**src/rtl/apu_gain_ramp_ctrl_pkg.sv**
```systemverilog
// Shared definitions for the APU gain ramp sequencer.
//   GAIN_W    : width of the gain factor (unsigned, 5 fractional bits)
//   ODB_GAIN  : gain value representing 0 dB
//   state_e   : sequencer state encoding
//   amp_lut() : 32-entry amplifier level table, level index -> gain factor
package apu_gain_ramp_ctrl_pkg;

  localparam int unsigned GAIN_W   = 9;
  localparam int unsigned ODB_GAIN = 32;
  localparam int unsigned GAIN_MAX = 127;

  typedef enum logic [2:0] {
    ST_IDLE     = 3'd0,
    ST_SLEW     = 3'd1,
    ST_FADE_OUT = 3'd2,
    ST_HOLD     = 3'd3,
    ST_APPLY    = 3'd4
  } state_e;

  function automatic logic [GAIN_W-1:0] amp_lut(input logic [4:0] lvl);
    logic [GAIN_W-1:0] g;
    case (lvl)
      5'd0:  g = 9'd1;    5'd1:  g = 9'd2;    5'd2:  g = 9'd3;    5'd3:  g = 9'd4;
      5'd4:  g = 9'd5;    5'd5:  g = 9'd6;    5'd6:  g = 9'd7;    5'd7:  g = 9'd8;
      5'd8:  g = 9'd9;    5'd9:  g = 9'd10;   5'd10: g = 9'd11;   5'd11: g = 9'd13;
      5'd12: g = 9'd14;   5'd13: g = 9'd16;   5'd14: g = 9'd18;   5'd15: g = 9'd20;
      5'd16: g = 9'd23;   5'd17: g = 9'd25;   5'd18: g = 9'd29;   5'd19: g = 9'd32;
      5'd20: g = 9'd36;   5'd21: g = 9'd40;   5'd22: g = 9'd45;   5'd23: g = 9'd51;
      5'd24: g = 9'd57;   5'd25: g = 9'd64;   5'd26: g = 9'd72;   5'd27: g = 9'd80;
      5'd28: g = 9'd90;   5'd29: g = 9'd101;  5'd30: g = 9'd114;  default: g = 9'd127;
    endcase
    return g;
  endfunction

endpackage

```
**src/rtl/apu_gain_ramp_ctrl.sv**
```systemverilog
// Click-free gain/routing sequencer for the APU amplifier stage.
// Level and mute changes slew the gain one STEP per sample tick; swap and
// bypass changes fade to silence, hold, switch routing, then fade back in.
// Ports:
//   MCLK_i, nRst_int_w        : audio master clock, async active-low reset
//   sample_tick_i             : one-cycle strobe per output sample pair
//   level_i, mute_i,
//   swap_lr_i, filter_bypass_i: requested (synchronized) configuration
//   gain_o                    : applied gain factor, 32 = 0 dB
//   swap_lr_o, filter_bypass_o: applied routing
//   mute_o                    : applied mute and gain has reached 0
//   busy_o                    : sequencer not idle
module apu_gain_ramp_ctrl
  import apu_gain_ramp_ctrl_pkg::*;
#(
  parameter int unsigned STEP           = 1,
  parameter int unsigned HOLD_SAMPLES   = 48,
  parameter int unsigned TIMEOUT_CYCLES = 1024
) (
  input  logic              MCLK_i,
  input  logic              nRst_int_w,
  input  logic              sample_tick_i,
  input  logic [4:0]        level_i,
  input  logic              mute_i,
  input  logic              swap_lr_i,
  input  logic              filter_bypass_i,
  output logic [GAIN_W-1:0] gain_o,
  output logic              swap_lr_o,
  output logic              filter_bypass_o,
  output logic              mute_o,
  output logic              busy_o
);

  state_e            state_q, state_d;
  logic [GAIN_W-1:0] gain_q, gain_d;
  logic [7:0]        hold_q, hold_d;
  logic [15:0]       wdog_q, wdog_d;
  logic              mute_app_q, mute_app_d;
  logic              swap_q, swap_d;
  logic              byp_q, byp_d;

  // Watchdog keeps the ramp moving when the sample strobe is absent.
  logic wdog_exp, tick;
  assign wdog_exp = (wdog_q == 16'(TIMEOUT_CYCLES - 1));
  assign tick     = sample_tick_i | wdog_exp;
  assign wdog_d   = tick ? '0 : wdog_q + 16'd1;

  logic [GAIN_W-1:0] tgt;
  logic              struct_chg;
  assign tgt        = mute_app_q ? '0 : amp_lut(level_i);
  assign struct_chg = (swap_lr_i != swap_q) | (filter_bypass_i != byp_q);

  // 10-bit step arithmetic: clamp at target, never below 0 or above max.
  logic [9:0] g10, t10, s10, up10, toward10, fade10;
  logic [GAIN_W-1:0] toward, fade;
  always_comb begin
    g10  = {1'b0, gain_q};
    t10  = {1'b0, tgt};
    s10  = 10'(STEP);
    up10 = g10 + s10;
    if (g10 < t10)
      toward10 = (up10 >= t10) ? t10 : up10;
    else
      toward10 = (g10 >= t10 + s10) ? g10 - s10 : t10;
    fade10 = (g10 >= s10) ? g10 - s10 : '0;
    toward = (toward10 > 10'(GAIN_MAX)) ? GAIN_W'(GAIN_MAX) : toward10[GAIN_W-1:0];
    fade   = (fade10   > 10'(GAIN_MAX)) ? GAIN_W'(GAIN_MAX) : fade10[GAIN_W-1:0];
  end

  // Transition cycles never step the gain; a tick landing on one is dropped.
  always_comb begin
    state_d    = state_q;
    gain_d     = gain_q;
    hold_d     = hold_q;
    mute_app_d = mute_app_q;
    swap_d     = swap_q;
    byp_d      = byp_q;
    case (state_q)
      ST_IDLE: begin
        if (struct_chg) begin
          state_d = ST_FADE_OUT;
        end else if (mute_i != mute_app_q) begin
          mute_app_d = mute_i;
          state_d    = ST_SLEW;
        end else if (gain_q != tgt) begin
          state_d = ST_SLEW;
        end
      end
      ST_SLEW: begin
        if (struct_chg) begin
          state_d = ST_FADE_OUT;
        end else if (mute_i != mute_app_q) begin
          mute_app_d = mute_i;
        end else if (gain_q == tgt) begin
          state_d = ST_IDLE;
        end else if (tick) begin
          gain_d = toward;
        end
      end
      ST_FADE_OUT: begin
        if (gain_q == '0) begin
          hold_d  = 8'(HOLD_SAMPLES);
          state_d = ST_HOLD;
        end else if (tick) begin
          gain_d = fade;
        end
      end
      ST_HOLD: begin
        gain_d = '0;
        if (hold_q == '0)
          state_d = ST_APPLY;
        else if (tick)
          hold_d = hold_q - 8'd1;
      end
      ST_APPLY: begin
        swap_d     = swap_lr_i;
        byp_d      = filter_bypass_i;
        mute_app_d = mute_i;
        state_d    = ST_SLEW;
      end
      default: state_d = ST_FADE_OUT;
    endcase
  end

  always_ff @(posedge MCLK_i or negedge nRst_int_w) begin
    if (!nRst_int_w) begin
      state_q    <= ST_HOLD;
      gain_q     <= '0;
      hold_q     <= '0;
      wdog_q     <= '0;
      mute_app_q <= 1'b0;
      swap_q     <= 1'b0;
      byp_q      <= 1'b0;
    end else begin
      state_q    <= state_d;
      gain_q     <= gain_d;
      hold_q     <= hold_d;
      wdog_q     <= wdog_d;
      mute_app_q <= mute_app_d;
      swap_q     <= swap_d;
      byp_q      <= byp_d;
    end
  end

  assign gain_o          = gain_q;
  assign swap_lr_o       = swap_q;
  assign filter_bypass_o = byp_q;
  assign mute_o          = mute_app_q & (gain_q == '0);
  assign busy_o          = (state_q != ST_IDLE);

endmodule

```
**config.mk**
```make
export PLATFORM = sky130hd
export DESIGN_NAME = apu_gain_ramp_ctrl
export DESIGN_NICKNAME = d
export VERILOG_FILES = /design/src/rtl/apu_gain_ramp_ctrl_pkg.sv /design/src/rtl/apu_gain_ramp_ctrl.sv
export SDC_FILE = /design/constraint.sdc
export NUM_CORES = 1
export LEC_CHECK = 0
export CORE_ASPECT_RATIO = 0.75
export CORE_UTILIZATION = 59
export DETAILED_ROUTE_END_ITERATION = 8
export MAX_ROUTING_LAYER = met4
export PLACE_DENSITY = 0.8
export SETUP_SLACK_MARGIN = 0.15
export SYNTH_ARGS = -nofsm -noshare
export SYNTH_HDL_FRONTEND = slang
export SYNTH_SLANG_ARGS = --single-unit
```
**constraint.sdc**
```tcl
create_clock -name MCLK_i -period 5.3 [get_ports MCLK_i]
set_clock_uncertainty 0.05 [all_clocks]
set_input_delay 1.325 -clock MCLK_i [delete_from_list [all_inputs] [get_ports MCLK_i]]
set_output_delay 1.325 -clock MCLK_i [all_outputs]
set_load 0.01 [all_outputs]
```
==> run metrics <==
startpoint types=input port; htree depth=2; initial core utilization=61.4%; Synth Area in Compound Gates=17.5%; DRC=0; Cell variety after synth=69; synth warn=0; total power=2010 uW; Clock Pin Slew Worst Setup and Hold Paths=0.08 ns; Final Non-Filler Cells=510; total CTS buffers=5; unrepaired setup endpoints after global routing=no; Final Setup Violations=0; area of the mapped netlist=0.00358 sq mm; Die Y=69.4 um; DP HPWL=6010 um; gr usage total=28.0%; largest net degree at the start of global routing=40; Adder-Cell Fraction of Synth Area=12.2%; syn_area_per_cell=8.75 sq um; Final #Nets=477; CP arrival=4.94 ns; hold path startpoint=hold_q[4]; wire per inst=15.8 um; power per standard cell area=506 mW/mm^2; CTS tree=yes; R2R Path Start=gain_o[1]; first-pass detailed-route iteration total=5; TritonCTS Sinks=39; post-synthesis xor/xnor area fraction=9.06%; Critical Path Source=level_i[1]; via-per-instance ratio=5.98; area of the core=0.00583 sq mm; Antenna Cells=0; vias in the first global route=2,862; sequential fraction of the synthesis area=27.4%; Slew Limit Fails=0; port bufs=23; Die Wd=91.9 um; Antenna Nets Post-Route=0; total gr overflow=0; Routability Congestion=0.933; #FFs+latches synth=39; share of layout cells above drive strength 1=9.95%; via count=3,049; later-pin clock latency in the skew report=0.29 ns; placed insts=500; IO Count=24; setup_tns=0 ns; Total Wirelength=8050 um; Relative slew margins=27.1%; 1st-iter DRT viols=229; CTS max path bufs=2; Req. time, crit path=5.41 ns; WS Path Type=in -> reg; filler cell count=481; first-pass GRT wire length=13,800 um; cells after synthesis=409; Fin. Hold Viols=0; Fmax=207 MHz; Post-Synth Simple-Gate Area=26.9%; ys async rst share=100%; element type at the critical path end=register; main combinational cell family by area after synthesis=simple AND/OR/NAND/NOR gates; Primary FF master, synth=dfrtp_1; Max IR drop VDD=0.375 mV; Net Count, Synth=455; status=completed; max-cap violations=0; final worst-path cycle share=91.0%; minimum clock period=4.82 ns; Critical Path Fanout Max=7; Rows=24; Clock Tree Root=clkbuf_8; post-synthesis mux area share=2.34%; number of synthesized flops with an enable pin=0; Slew @ Worst Pin=1.08 ns; Leak=0.00170 uW; HP Class=reg -> reg; antenna violations before repair=0; die area=0.00638 sq mm; area delta synth->final=10.8%
[Yosys cell counts, types with 3 or more instances]
library cell | n | area share [%]
dfrtp_1 | 37 | 26
nand4_1 | 7 | 1.2
ha_1 | 35 | 12
nor3_1 | 10 | 1.4
o211ai_1 | 5 | 1.0
xor2_1 | 15 | 3.7
nor4b_2 | 4 | 1.7
nor2_1 | 45 | 4.7
mux2_2 | 3 | 0.94
and3_1 | 4 | 0.70
o31ai_1 | 5 | 1.0
or3_1 | 5 | 0.87
buf_6 | 3 | 0.94
nor4_1 | 4 | 0.70
o2bb2ai_1 | 3 | 0.73
nand3b_1 | 4 | 0.84
a21oi_1 | 19 | 2.7
clkbuf_1 | 6 | 0.63
o21ai_0 | 12 | 1.7
nand3_1 | 13 | 1.8
mux2i_1 | 5 | 1.4
a211oi_1 | 5 | 1.0
and2_1 | 7 | 1.2
xnor2_1 | 22 | 5.4
nand2_1 | 31 | 3.3
nand2b_1 | 12 | 2.1
nor2b_1 | 6 | 1.0
inv_1 | 17 | 1.8
and4_1 | 3 | 0.73
a211o_1 | 6 | 1.5
buf_2 | 6 | 0.84
[through the flow]
stage          util [%]  setup slack (ns)  area, sq um  hold WS, ns
2_1_floorplan         -             0.849         3580        0.436
3_3_place_gp       66.1            0.0495         3850        0.461
3_5_place_dp       66.1            0.0476         3850        0.452
4_1_cts            67.6             0.324         3940        0.477
5_1_grt            68.0             0.153         3960        0.507
6_report           68.0             0.478         3960        0.475
[path summary, 6_finish.rpt]
check	to	slack, ns	cells past startpoint
setup reg to reg	gain_o[4]	1.96	12
max in group asynchronous	hold_q[4]	3.57	1
hold reg to reg	hold_q[4]	0.47	2
min in group asynchronous	wdog_q[8]	1.09	1
hold / removal	hold_q[4]	0.47	2
setup / recovery	gain_o[4]	0.48	21
[cell families after synthesis]
group,count (synthesis)
simple gates,172
compound gates,84
flops,39
xor+xnor,37
fa+ha+maj,35
buf+inv,34
mux,8
[cell type report]
cell class / instances / area (sq um) / share of cell area (%)
Multi-Input combinational cell: 336 / 2440 / 61.6
Sequential cell: 39 / 978 / 24.7
Timing Repair Buffer: 32 / 298 / 7.51
Tap cell: 78 / 97.6 / 2.46
Clock buffer: 6 / 72.6 / 1.83
Inverter: 17 / 63.8 / 1.61
Clock inverter: 2 / 12.5 / 0.316
[per-layer routing]
layer	wire length, um	track usage, %	vias up
li1	-	-	1512
met1	4050	41.7	1426
met2	3430	40.0	103
met3	516	4.82	8
met4	45	5.56	0
met5	0	-	-
[placed cells by master (no fill, tap or decap), drive strengths merged, types with 15 or more instances in the layout]
cell / count
a21oi: 19
clkdlybuf4s50: 20
dfrtp: 37
ha: 35
inv: 17
nand2: 32
nor2: 45
o21ai: 15
xnor2: 22
xor2: 15
[flip-flops by register name, summed over array words and instances, names as in the netlist]
name             count
wdog_q              16
gain_o               9
hold_q               8
state_q              3
filter_bypass_o      1
mute_app_q           1
swap_lr_o            1
[critical path: stages]
cell and delay [ns]:
clkdlybuf4s50_1 0.49, inv_1 0.14, ha_1 0.23, mux2i_1 0.09
nand2_1 0.08, a21boi_0 0.07, or3_1 0.45, inv_2 0.14
ha_1 0.20, nand2_1 0.10, nor3_2 0.20, xor2_1 0.17
ha_1 0.18, a211oi_2 0.07, nor2b_1 0.15, o211ai_1 0.11
nand3_1 0.12, nor2b_1 0.14, buf_4 0.16, a221oi_1 0.23
o21ai_0 0.11
[power by group]
group / internal, uW / switching [uW]
Clock: 92.1 / 108
Combinational: 589 / 678
Sequential: 372 / 168
Total: 1050 / 954
[timing repair]
action                     4_1_cts  5_1_grt
hold buffers                     0        0
buffers inserted                 0        2
gates resized for setup          0        5
setup endpoints to repair        0        7
Power figures use the tool's default switching activity.
